### config.mk
export PLATFORM = sky130hd
export DESIGN_NAME = vout_segment_merge
export DESIGN_NICKNAME = d
export VERILOG_FILES = /design/src/rtl/vout_pkg.sv /design/src/rtl/vout_delay_line.sv /design/src/rtl/vout_segment_merge.sv
export SDC_FILE = /design/constraint.sdc
export NUM_CORES = 1
export LEC_CHECK = 0
export BUFFER_PORTS_ARGS = -buffer_cell sky130_fd_sc_hd__buf_2
export CAP_MARGIN = 40
export CORE_MARGIN = 1
export CORE_UTILIZATION = 39
export DETAILED_ROUTE_END_ITERATION = 6
export GPL_TIMING_DRIVEN = 0
export PLACE_DENSITY = 0.76
export SLEW_MARGIN = 20
export SYNTH_ARGS = -nofsm -noshare
export SYNTH_HDL_FRONTEND = slang
export SYNTH_SLANG_ARGS = --single-unit
### constraint.sdc
create_clock -name dp_clk -period 1.76 [get_ports dp_clk]
set_input_delay 0.176 -clock dp_clk [delete_from_list [all_inputs] [get_ports dp_clk]]
set_output_delay 0.176 -clock dp_clk [all_outputs]
set_load 0.005 [all_outputs]
### src/rtl/vout_pkg.sv
// vout_pkg: shared segment constants, state encoding, pipeline record and segment-select helper
package vout_pkg;
    localparam int NSEG = 6;
    localparam int SEG_IDX_W = 3;

    typedef enum logic {WAIT_VS, SYNCED} state_t;

    typedef struct packed {
        logic                 hs;
        logic                 vs;
        logic                 de;
        logic [15:0]          line;
        logic [SEG_IDX_W-1:0] idx;
        logic                 rd;
        logic                 uf;
    } pipe_t;

    function automatic logic [SEG_IDX_W-1:0] onehot_to_idx(input logic [NSEG-1:0] v);
        logic [SEG_IDX_W-1:0] idx;
        idx = '0;
        for (int i = NSEG - 1; i >= 0; i--)
            if (v[i]) idx = SEG_IDX_W'(i);
        return idx;
    endfunction
endpackage

### src/rtl/vout_delay_line.sv
// vout_delay_line: W-bit wide, D-deep shift register with synchronous clear
module vout_delay_line #(
    parameter int W = 1,
    parameter int D = 1
) (
    input  logic         clk,
    input  logic         rst,
    input  logic [W-1:0] d,
    output logic [W-1:0] q
);
    logic [W-1:0] sr [D];

    always_ff @(posedge clk) begin
        if (rst) begin
            for (int i = 0; i < D; i++) sr[i] <= '0;
        end else begin
            sr[0] <= d;
            for (int i = 1; i < D; i++) sr[i] <= sr[i-1];
        end
    end

    assign q = sr[D-1];
endmodule

### src/rtl/vout_segment_merge.sv
// vout_segment_merge: gated reads of six segment FIFOs merged into one re-timed pixel stream
module vout_segment_merge
    import vout_pkg::*;
#(
    parameter int                DATA_W    = 24,
    parameter int                FIFO_LAT  = 1,
    parameter logic [DATA_W-1:0] BLANK_VAL = '0
) (
    input  logic                   dp_clk,
    input  logic                   rst,
    input  logic [NSEG-1:0]        rdreq_in,
    input  logic                   hs_in,
    input  logic                   vs_in,
    input  logic                   de_in,
    input  logic [15:0]            line_in,
    input  logic [NSEG-1:0]        fifo_empty,
    input  logic [NSEG*DATA_W-1:0] fifo_q,
    output logic [NSEG-1:0]        fifo_rdreq,
    output logic                   hs_out,
    output logic                   vs_out,
    output logic                   de_out,
    output logic [DATA_W-1:0]      rgb_out,
    output logic [15:0]            line_out,
    input  logic                   clear_err,
    output logic                   underflow_sticky,
    output logic                   frame_underflow,
    output logic [15:0]            underflow_cnt,
    output logic                   seg_err_sticky
);
    state_t              state;
    logic                vs_prev;
    logic                frame_flag;
    logic                synced;
    logic                vs_rise;
    logic                multi;
    logic                uf;
    logic [NSEG-1:0]     low;
    logic [DATA_W-1:0]   q_arr [NSEG];
    logic [DATA_W-1:0]   seg_q;
    pipe_t               p_in;
    pipe_t               p_d;

    assign synced  = state == SYNCED;
    assign vs_rise = vs_in & ~vs_prev;
    // isolate the lowest set strobe so a multi-hot request reads only one FIFO
    assign low        = rdreq_in & (~rdreq_in + NSEG'(1));
    assign multi      = (rdreq_in & ~low) != '0;
    assign uf         = synced & |(low & fifo_empty);
    assign fifo_rdreq = synced ? low & ~fifo_empty : '0;

    assign p_in = '{
        hs:   hs_in,
        vs:   vs_in,
        de:   de_in & synced,
        line: line_in,
        idx:  onehot_to_idx(rdreq_in),
        rd:   |fifo_rdreq,
        uf:   uf
    };

    vout_delay_line #(.W($bits(pipe_t)), .D(FIFO_LAT)) u_dly (
        .clk (dp_clk),
        .rst (rst),
        .d   (p_in),
        .q   (p_d)
    );

    for (genvar g = 0; g < NSEG; g++) begin : g_q
        assign q_arr[g] = fifo_q[g*DATA_W +: DATA_W];
    end
    assign seg_q = q_arr[p_d.idx];

    always_ff @(posedge dp_clk) begin
        if (rst) begin
            hs_out   <= 1'b0;
            vs_out   <= 1'b0;
            de_out   <= 1'b0;
            line_out <= '0;
            rgb_out  <= BLANK_VAL;
        end else begin
            hs_out   <= p_d.hs;
            vs_out   <= p_d.vs;
            de_out   <= p_d.de;
            line_out <= p_d.line;
            rgb_out  <= (p_d.de & p_d.rd & ~p_d.uf) ? seg_q : BLANK_VAL;
        end
    end

    always_ff @(posedge dp_clk) begin
        if (rst) begin
            state            <= WAIT_VS;
            vs_prev          <= 1'b0;
            frame_flag       <= 1'b0;
            frame_underflow  <= 1'b0;
            underflow_sticky <= 1'b0;
            seg_err_sticky   <= 1'b0;
            underflow_cnt    <= '0;
        end else begin
            vs_prev    <= vs_in;
            frame_flag <= (synced & vs_rise) ? 1'b0 : frame_flag | uf;
            if (!synced && vs_rise) state <= SYNCED;
            if (clear_err) begin
                frame_underflow  <= 1'b0;
                underflow_sticky <= 1'b0;
                seg_err_sticky   <= 1'b0;
                underflow_cnt    <= '0;
            end else begin
                if (uf) begin
                    underflow_sticky <= 1'b1;
                    if (underflow_cnt != 16'hFFFF) underflow_cnt <= underflow_cnt + 16'd1;
                end
                if (multi) seg_err_sticky <= 1'b1;
                if (synced && vs_rise) frame_underflow <= frame_flag | uf;
            end
        end
    end
endmodule

Word-level counts from Yosys, hierarchy flattened:

Memories as Yosys holds them, arrays and structs flattened.
Index checks and enable logic that the tools add are counted.

* bits in registers: 65
* memories: 1
* logic and storage cells: 61
* RAM bits: 24

* $add $sub $neg: 2
* bitwise gates (word level): 18
* mux-type cells: 15
* order comparisons: 1
* equal/unequal tests: 1
* reductions and logical operators: 11

Memory list
* u_dly.sr: words 1, width 24, rd ports 1, clocked after Yosys merged registers in 0, wr ports 1, RTL line vout_delay_line.sv:11 `logic [W-1:0] sr [D];`

Operators with widths (number)
* 24-bit binary-select mux with 3-bit select: 1
* 24-bit two-way mux: 3
* 6-bit AND: 4
* 24-bit OR reduction: 1
* 3-bit two-way mux: 6
* 6-bit NOT: 3
* 16-bit by 1-bit adder with 16-bit output, second input constant: 1
* 16-bit inequality test, second input constant: 1
* 6-bit OR reduction: 2
* 6-bit by 1-bit adder with 6-bit output, second input constant: 1
* 1-bit AND: 6
* 6-bit two-way mux: 1
* 6-bit nonzero test: 1
* 2-bit OR reduction: 3
* 4-bit >= comparator, second input constant: 1
* 1-bit two-way mux: 4
* 3-bit NOT with 4-bit output: 1
* 1-bit NOT: 3
* 1-bit logical AND: 2
* 2-bit AND reduction: 1
* 1-bit logical NOT: 1
* 1-bit bitwise OR: 1

Logic depth before layout (Yosys ltp):

Gate-level depths: netlist (run 1).

* word-level depth: 7
* depth in mapped cells: 8

Hierarchy:

A second synthesis (run 1) with hierarchy kept.

* cells, all modules: 390
* area, all modules: 4108.9 um^2

Modules (own cells, without submodules)
* vout_segment_merge: instances 1, area an instance 3415.8 um^2, sequential area each 1301.2 um^2, cells an instance 340
* vout_delay_line: instances 1, area an instance 693.2 um^2, sequential area each 480.5 um^2, cells an instance 50

Worst setup path before layout (run 1):

No wires, ideal clock.

* kind: register to register
* from: register underflow_cnt[0]
* to: register underflow_cnt[1]
* clock period less this slack: 1.990 ns
* data arrival time: 1.920 ns
* buffers on the path: 2
* stages on the path, launching flop included: 9
* path slack: -0.230 ns
* required time: 1.690 ns
* cells stage by stage: dfxtp_1 > ha_1 > and3_1 > nand3_1 > nor3_1 > clkbuf_1 > clkbuf_1 > o21ai_0 > a21oi_1

* cells in the longest elaborated chain, start to end: 2
* elaborated cells between the ends (all ways): 3
* those cells by class: 1 x add/sub; 1 x eq/ne; 1 x reduce/logical

RTL lines
* start, declared: RTL line vout_segment_merge.sv:27 `output logic [15:0] underflow_cnt,`
* start signal, assigned: RTL line vout_segment_merge.sv:110 `if (underflow_cnt != 16'hFFFF) underflow_cnt <= underflow_cnt + 16'd1;`
* branches (longest 2 deep; another with 16-bit by 1-bit adder with 16-bit output)

Several ways; the timed one is not identified.
A chain may end at the register's enable or synchronous reset.

Final worst setup path (run 1):

* from: register underflow_cnt[1]
* to: register underflow_cnt[11]

Same word-level chain as after synthesis.

==> results of run 1 <==
placed cells by master, fill, tap and decap left out, types with 3 or more instances in the layout:
| master | n |
|---|---|
| a41o_1 | 4 |
| o31ai_1 | 7 |
| inv_8 | 3 |
| dfxtp_2 | 5 |
| o21ai_0 | 3 |
| nand3b_1 | 4 |
| a31oi_1 | 3 |
| clkbuf_4 | 4 |
| clkbuf_1 | 12 |
| or3_1 | 5 |
| clkbuf_2 | 4 |
| nand3_2 | 3 |
| inv_1 | 5 |
| dlygate4sd3_1 | 4 |
| mux2_2 | 24 |
| clkbuf_8 | 9 |
| nand3_1 | 4 |
| or4_1 | 3 |
| nor3_1 | 5 |
| nand2_1 | 10 |
| or4_4 | 6 |
| nand4_1 | 3 |
| dfxtp_1 | 81 |
| nor2b_1 | 38 |
| a21oi_1 | 10 |
| buf_4 | 8 |
| buf_2 | 247 |
| a21oi_2 | 6 |
| a22oi_1 | 24 |
| nor2_1 | 41 |
| mux4_2 | 24 |
power breakdown:
group	internal, mW	switching, mW
registers	2.04	0.0154
logic	0.380	0.277
clock network	0.559	0.835
total	2.98	1.13
kinds of logic after synthesis:
group	count (synthesis)
AND/OR/NAND/NOR	143
flip-flops	88
AO/OA/AOI/OAI	69
multiplexers	48
buffers and inverters	35
adder cells (fa/ha/maj)	2
critical path, stage by stage, from the launching register on:
cell and delay, ps:
dfxtp_4 380, ha_4 130, and3_4 220, nand3_4 110
nor3_4 340, buf_8 180, clkbuf_16 150, o31ai_1 100
a21oi_2 130
worst max-delay path by stage:
stage / from / to / slack (ps)
final: underflow_cnt[1]$_SDFFE_PP0P_ / underflow_cnt[11]$_SDFFE_PP0P_ / -50
after global placement: u_dly.sr[0][2]$_SDFF_PP0_ / rgb_out[21]$_SDFF_PP0_ / -300
after detailed placement: underflow_cnt[0]$_SDFFE_PP0P_ / underflow_cnt[1]$_SDFFE_PP0P_ / -380
after floorplan: underflow_cnt[0]$_SDFFE_PP0P_ / underflow_cnt[12]$_SDFFE_PP0P_ / 1
after global routing: underflow_cnt[1]$_SDFFE_PP0P_ / underflow_cnt[6]$_SDFFE_PP0P_ / -100
after CTS: underflow_cnt[0]$_SDFFE_PP0P_ / underflow_cnt[8]$_SDFFE_PP0P_ / -2
state kept, by name, indices dropped and copies added (netlist names), 16 cells and up:
register       count
u_dly.sr          24
line_out          16
rgb_out           24
underflow_cnt     16
cell type report:
class	instances	area, sq um
clock buffers	9	124
inverters	5	18.8
flip-flops and latches	88	1780
clock inverters	7	75.1
well taps	133	166
multi-input cells	262	2260
repair buffers	257	1370
plain buffers	28	168
fillers	860	3950
metrics by stage:
step | area [sq um] | hold WS (ps) | power [mW] | util | cells
3_3_place_gp | 5440 | 385 | 2.72 | 0.549 | 761
5_1_grt | 5960 | 4.09 | 4.28 | 0.601 | 789
3_5_place_dp | 5440 | 392 | 2.74 | 0.549 | 761
4_1_cts | 5780 | 1.24 | 4.13 | 0.583 | 783
2_1_floorplan | 4060 | 259 | 2.44 | - | 385
6_report | 5960 | 18.5 | 4.11 | 0.601 | 789
per-layer routing:
layer	track usage	up-vias	share of wire
met1	0.269	1919	0.37
met5	0	-	0.00079
met2	0.453	247	0.52
li1	-	1960	-
met4	0.127	2	0.038
met3	0.0623	48	0.073
repair_timing:
action | in CTS | in global routing
hold buffers | 4 | 0
gates resized for setup | 27 | 30
setup endpoints to repair | 35 | 37
pin swaps | 2 | 14
endpoints found under the hold margin | 4 | 0
cloned | 0 | 2
setup buffers | 3 | 5
==> impl_metrics.csv, run 1 <==
group,metric,value,unit
run_status,status,"finished, violations left",
run_status,violations,"negative setup slack",
worst_setup_path,arrival,2110,ps
timing,hold_viol_final,0,
synthesis,synth_edf_count,0,
worst_setup_path,rr_worst_depth,8,
synthesis,ys_async_sr_fraction,0,
drt,drt_iter0_markers,182,
synthesis,netlist_top_cells_area,"dfxtp_1, mux4_2, mux2_2",
timing,slew_violations,0,
synthesis,ys_seq_area_frac,0.437,
final_layout,nNetsFinal,830,
drt,ant_nets,0,
hold_path,hold_start,"hs_in",
worst_setup_path,reg2reg_slack,-50,ps
timing,setup_viol,8,
synthesis,yosys.area.top_type,"dfxtp_1",
synthesis,synth_area,0.00403,sq mm
worst_setup_path,r2r-start,"underflow_cnt[1]$_SDFFE_PP0P_",
synthesis,synth-xor-area-share,0,
global_route,grt_pass1_vias,4182,
timing,setup_ws,-46.5,ps
clock_tree,clk_path_buf_depth,2,
global_route,grt_usage,0.250,
drt,route.detailed.wl_per_inst,17.7,um
synthesis,yosysWarnings,0,
timing,post-route-min-period,1810,ps
synthesis,synthAdderAreaFrac,0.00558,
power,p_leak,2.75,nW
clock_tree,clock_sinks,88,
timing,rsz0062_at_grt,"yes",
place,portBuffers,243,
synthesis,synth-simple-area-share,0.195,
clock_tree,cts-root-buf,"clkbuf_8",
clock_tree,cts_made_buffers,9,
floorplanning,die_y,104,um
place,place_ws,-384,ps
global_route,grt_pass1_wl,20900,um
synthesis,netlist_top_cells_count,"dfxtp_1, nor2_1, nor2b_1",
drt,vias,4176,
run,maxCapViolCount,0,
worst_setup_path,worst-endpoint-required,2060,ps
final_layout,drive_gt1_frac,0.566,
synthesis,synthMuxAreaShare,0.201,
synthesis,syn_area_per_cell,10.5,sq um
clock_tree,clk_pin_slew,100,ps
floorplanning,dieArea,0.0108,sq mm
synthesis,synth_top_family_by_area,"multiplexers",
global_route,grt_antenna_before_repair,1,
synthesis,synth-compound-area-share,0.124,
worst_setup_path,start_kind,"register",
global_route,grt.overflow.total,0,
synthesis,synth_cells,385,
timing,min_period_over_period,1.03,
hold_path,hold_depth,2,
floorplanning,rows,36,
floorplanning,io_pins,246,
clock_tree,clk_latency,360,ps
power,vdd_drop_max,510,uV
hold_path,hold_end,"u_dly.sr[0][23]$_SDFF_PP0_",
synthesis,synth_top_area_share,0.437,
final_layout,insertedDiodeCount,0,
synthesis,synth.distinct_cells,47,
place,dp_hpwl,10600,um
power,power_density,689,mW/mm^2
timing,tightest_slew,647,ps
synthesis,syn_nets,564,
timing,fin_tns_setup,-172,ps
drt,drc,0,
timing,finalClockSkew,7.18,ps
timing,fmax,554,MHz
worst_setup_path,crit_type,"register to register",
synthesis,synth_flop_cell,"dfxtp_1",
floorplanning,start_util,0.407,
hold_path,hold_class,"primary input to register",
synthesis,yosysMostFrequentCell,"dfxtp_1",
global_route,grt_max_degree,19,
drt,dr.pass1.iters,4,
worst_setup_path,regToRegEndpoint,"underflow_cnt[11]$_SDFFE_PP0P_",
drt,wl,13900,um
floorplanning,core_area,0.00991,sq mm
clock_tree,h-tree-depth,3,
worst_setup_path,cp-end-kind,"register",
worst_setup_path,worstPathMaxFanout,6,
drt,viasPerCell,5.29,
place,gp_congestion,0.924,
synthesis,yosys_register_bits,88,
timing,relSlewSlack,0.569,
clock_tree,cts_tree,"yes",
floorplanning,chipWidth,104,um
final_layout,area_growth,47.8,%
No activity file was read; power rests on OpenSTA's default activity.
==> run 2: changes to the inputs <==
--- a/config.mk
+++ b/config.mk
@@ -15,4 +15,5 @@
 export SLEW_MARGIN = 20
 export SYNTH_ARGS = -nofsm -noshare
 export SYNTH_HDL_FRONTEND = slang
+export SYNTH_HIERARCHICAL = 1
 export SYNTH_SLANG_ARGS = --single-unit
==> impl_metrics.csv, run 2 <==
group,metric,value,unit
place,dp_hpwl,10300,um
global_route,grt_pass1_wl,20300,um
timing,rsz0062_at_grt,"no",
drt,wl,13100,um
floorplanning,die_y,105,um
clock_tree,clk_latency,360,ps
global_route,grt_usage,0.235,
clock_tree,h-tree-depth,3,
final_layout,design_area,0.00586,sq mm
synthesis,synth_edf_count,0,
drt,vias,4118,
clock_tree,cts_made_buffers,9,
final_layout,nNetsFinal,829,
timing,fmax,588,MHz
final_layout,drive_gt1_frac,0.551,
synthesis,synth_cells,390,
power,power_density,687,mW/mm^2
place,gp_congestion,0.914,
global_route,busiest_layer,"met2",
synthesis,synth_flop_cell,"dfxtp_1",
drt,drc,0,
clock_tree,clk_pin_slew,90,ps
synthesis,netlist_top_cells_count,"dfxtp_1, nor2_1, nor2b_1",
hold_path,hold_class,"primary input to register",
final_layout,final_cell_mix,"buf_2, dfxtp_1, nor2_1",
hold_path,hold_start,"line_in[12]",
global_route,grt_use_met1,0.244,
floorplanning,rows,37,
synthesis,yosys.area.top_type,"dfxtp_1",
global_route,grt_use_met3,0.0593,
synthesis,yosysMostFrequentCell,"dfxtp_1",
run_status,status,"completed",
global_route,grt.overflow.total,0,
timing,post-route-min-period,1700,ps
clock_tree,cts_tree,"yes",
synthesis,ys_async_sr_fraction,0,
timing,hold_viol_final,0,
synthesis,synth_area,0.00411,sq mm
worst_setup_path,reg2reg_slack,60,ps
synthesis,syn_area_per_cell,10.5,sq um
synthesis,yosys_register_bits,89,
worst_setup_path,cp-end-kind,"register",
synthesis,ys_seq_area_frac,0.434,
synthesis,synth.distinct_cells,43,
worst_setup_path,crit_type,"primary input to register",
hold_path,hold_depth,2,
synthesis,netlist_top_cells_area,"dfxtp_1, mux4_2, mux2_2",
clock_tree,clock_sinks,89,
clock_tree,clk_path_buf_depth,2,
drt,viasPerCell,5.20,
final_layout,top_regs,"rgb_out (24), u_dly/sr (24)",
timing,slew_violations,0,
clock_tree,cts-root-buf,"clkbuf_8",
worst_setup_path,r2r-start,"underflow_cnt[0]$_SDFFE_PP0P_",
global_route,grt_max_degree,17,
place,portBuffers,244,
timing,tightest_slew,555,ps
drt,ant_nets,0,
drt,route.detailed.wl_per_inst,16.5,um
timing,setup_viol,0,
global_route,grt_antenna_before_repair,2,
power,p_total,4.03,mW
global_route,use_met2,0.429,
worst_setup_path,worstPathMaxFanout,10,
run,maxCapViolCount,0,
global_route,grt_pass1_vias,4219,
power,vdd_drop_max,365,uV
timing,relSlewSlack,0.630,
drt,drt_iter0_markers,173,
synthesis,synth_top_area_share,0.434,
worst_setup_path,arrival,1990,ps
worst_setup_path,regToRegEndpoint,"underflow_cnt[6]$_SDFFE_PP0P_",
power,p_leak,2.64,nW
place,placed_cell_area,0.00550,sq mm
synthesis,syn_nets,569,
floorplanning,core_area,0.0103,sq mm
worst_setup_path,start_kind,"primary input",
synthesis,yosysWarnings,6,
floorplanning,chipWidth,105,um
floorplanning,io_pins,246,
worst_setup_path,worst-endpoint-required,2050,ps
worst_setup_path,rr_worst_depth,7,
final_layout,final_common_cell,"buf_2",
timing,finalClockSkew,18.6,ps
timing,min_period_over_period,0.966,
floorplanning,start_util,0.400,
drt,dr.pass1.iters,4,
floorplanning,dieArea,0.0110,sq mm
final_layout,area_growth,42.6,%
hold_path,hold_end,"u_dly/sr[0][17]$_SDFF_PP0_",
-- run 2: changes by cell type after synthesis, moves of 4 or more --
cell     change
nor2b_2     +14
nor2b_1      -9
o31ai_1      -5
a41o_1       -4
and2b_1      +4
nand2_1      +4
-- run 2: area by class of cell --
class,count,area [sq um]
antenna,1,2.50
buffer,26,155
clock buffer,10,128
clock inverter,6,56.3
fill,924,4420
inverter,7,26.3
multi-input combinational,267,2240
sequential,89,1800
tap,136,170
timing repair buffer,250,1280
-- run 2: per-layer routing --
metal,vias to the layer above,wire [um]
met4,0,603
met5,-,0
met1,1911,4790
met3,45,979
met2,210,6680
li1,1952,-
-- run 2: timing repair --
action | 4_1_cts | 5_1_grt
endpoints found under the setup margin | 34 | 31
gates resized for setup | 24 | 23
hold endpoints to repair | 1 | 3
setup buffers | 1 | 1
pin swaps | 0 | 2
hold buffers | 1 | 3
-- run 2: how the worst max path moves through the flow --
stage | startpoint | end | slack [ps]
floorplan | u_dly/sr[0][2]$_SDFF_PP0_ | rgb_out[10]$_SDFF_PP0_ | 6
global placement | u_dly/sr[0][2]$_SDFF_PP0_ | rgb_out[7]$_SDFF_PP0_ | -320
detailed placement | u_dly/sr[0][2]$_SDFF_PP0_ | rgb_out[5]$_SDFF_PP0_ | -360
CTS | state$_SDFFE_PP0P_ | underflow_cnt[11]$_SDFFE_PP0P_ | 10
global route | underflow_cnt[1]$_SDFFE_PP0P_ | underflow_cnt[6]$_SDFFE_PP0P_ | 1
finish | rdreq_in[2] | underflow_cnt[11]$_SDFFE_PP0P_ | 60
-- run 2: worst max-delay path, cell delays in order --
cell	delay, ps
buf_2	140
or3_4	420
a2111oi_4	310
nor2_2	110
buf_6	160
or4_1	520
a21oi_1	160
-- run 2: metrics by stage --
stage / util / cells / TNS (ps) / setup WS (ps) / hold slack (ps)
after floorplan: - / 390 / 0 / 6.29 / 301
after global placement: 0.536 / 770 / -7270 / -321 / 384
after detailed placement: 0.536 / 770 / -9210 / -356 / 389
after CTS: 0.560 / 787 / 0 / 9.65 / 0.936
after global routing: 0.570 / 792 / 0 / 1.32 / 5.10
final: 0.570 / 792 / 0 / 60.1 / 19.9
-- run 2: logic make-up (layout without fill, tap and decap cells) --
| kind of cell | count (synthesis) | count (layout) | synth area share |
|---|---|---|---|
| fa+ha+maj | 2 | 2 | 0.00548 |
| flops | 89 | 89 | 0.434 |
| other cells | 0 | 1 | 0 |
| simple gates | 150 | 150 | 0.206 |
| mux | 50 | 50 | 0.202 |
| compound gates | 65 | 65 | 0.114 |
| buf+inv | 34 | 299 | 0.0387 |
-- run 2: power breakdown --
group / total (mW) / switching, mW / internal [mW]
Sequential: 2.08 / 0.0163 / 2.06
Combinational: 0.651 / 0.269 / 0.382
Clock: 1.30 / 0.770 / 0.530
Total: 4.03 / 1.06 / 2.97
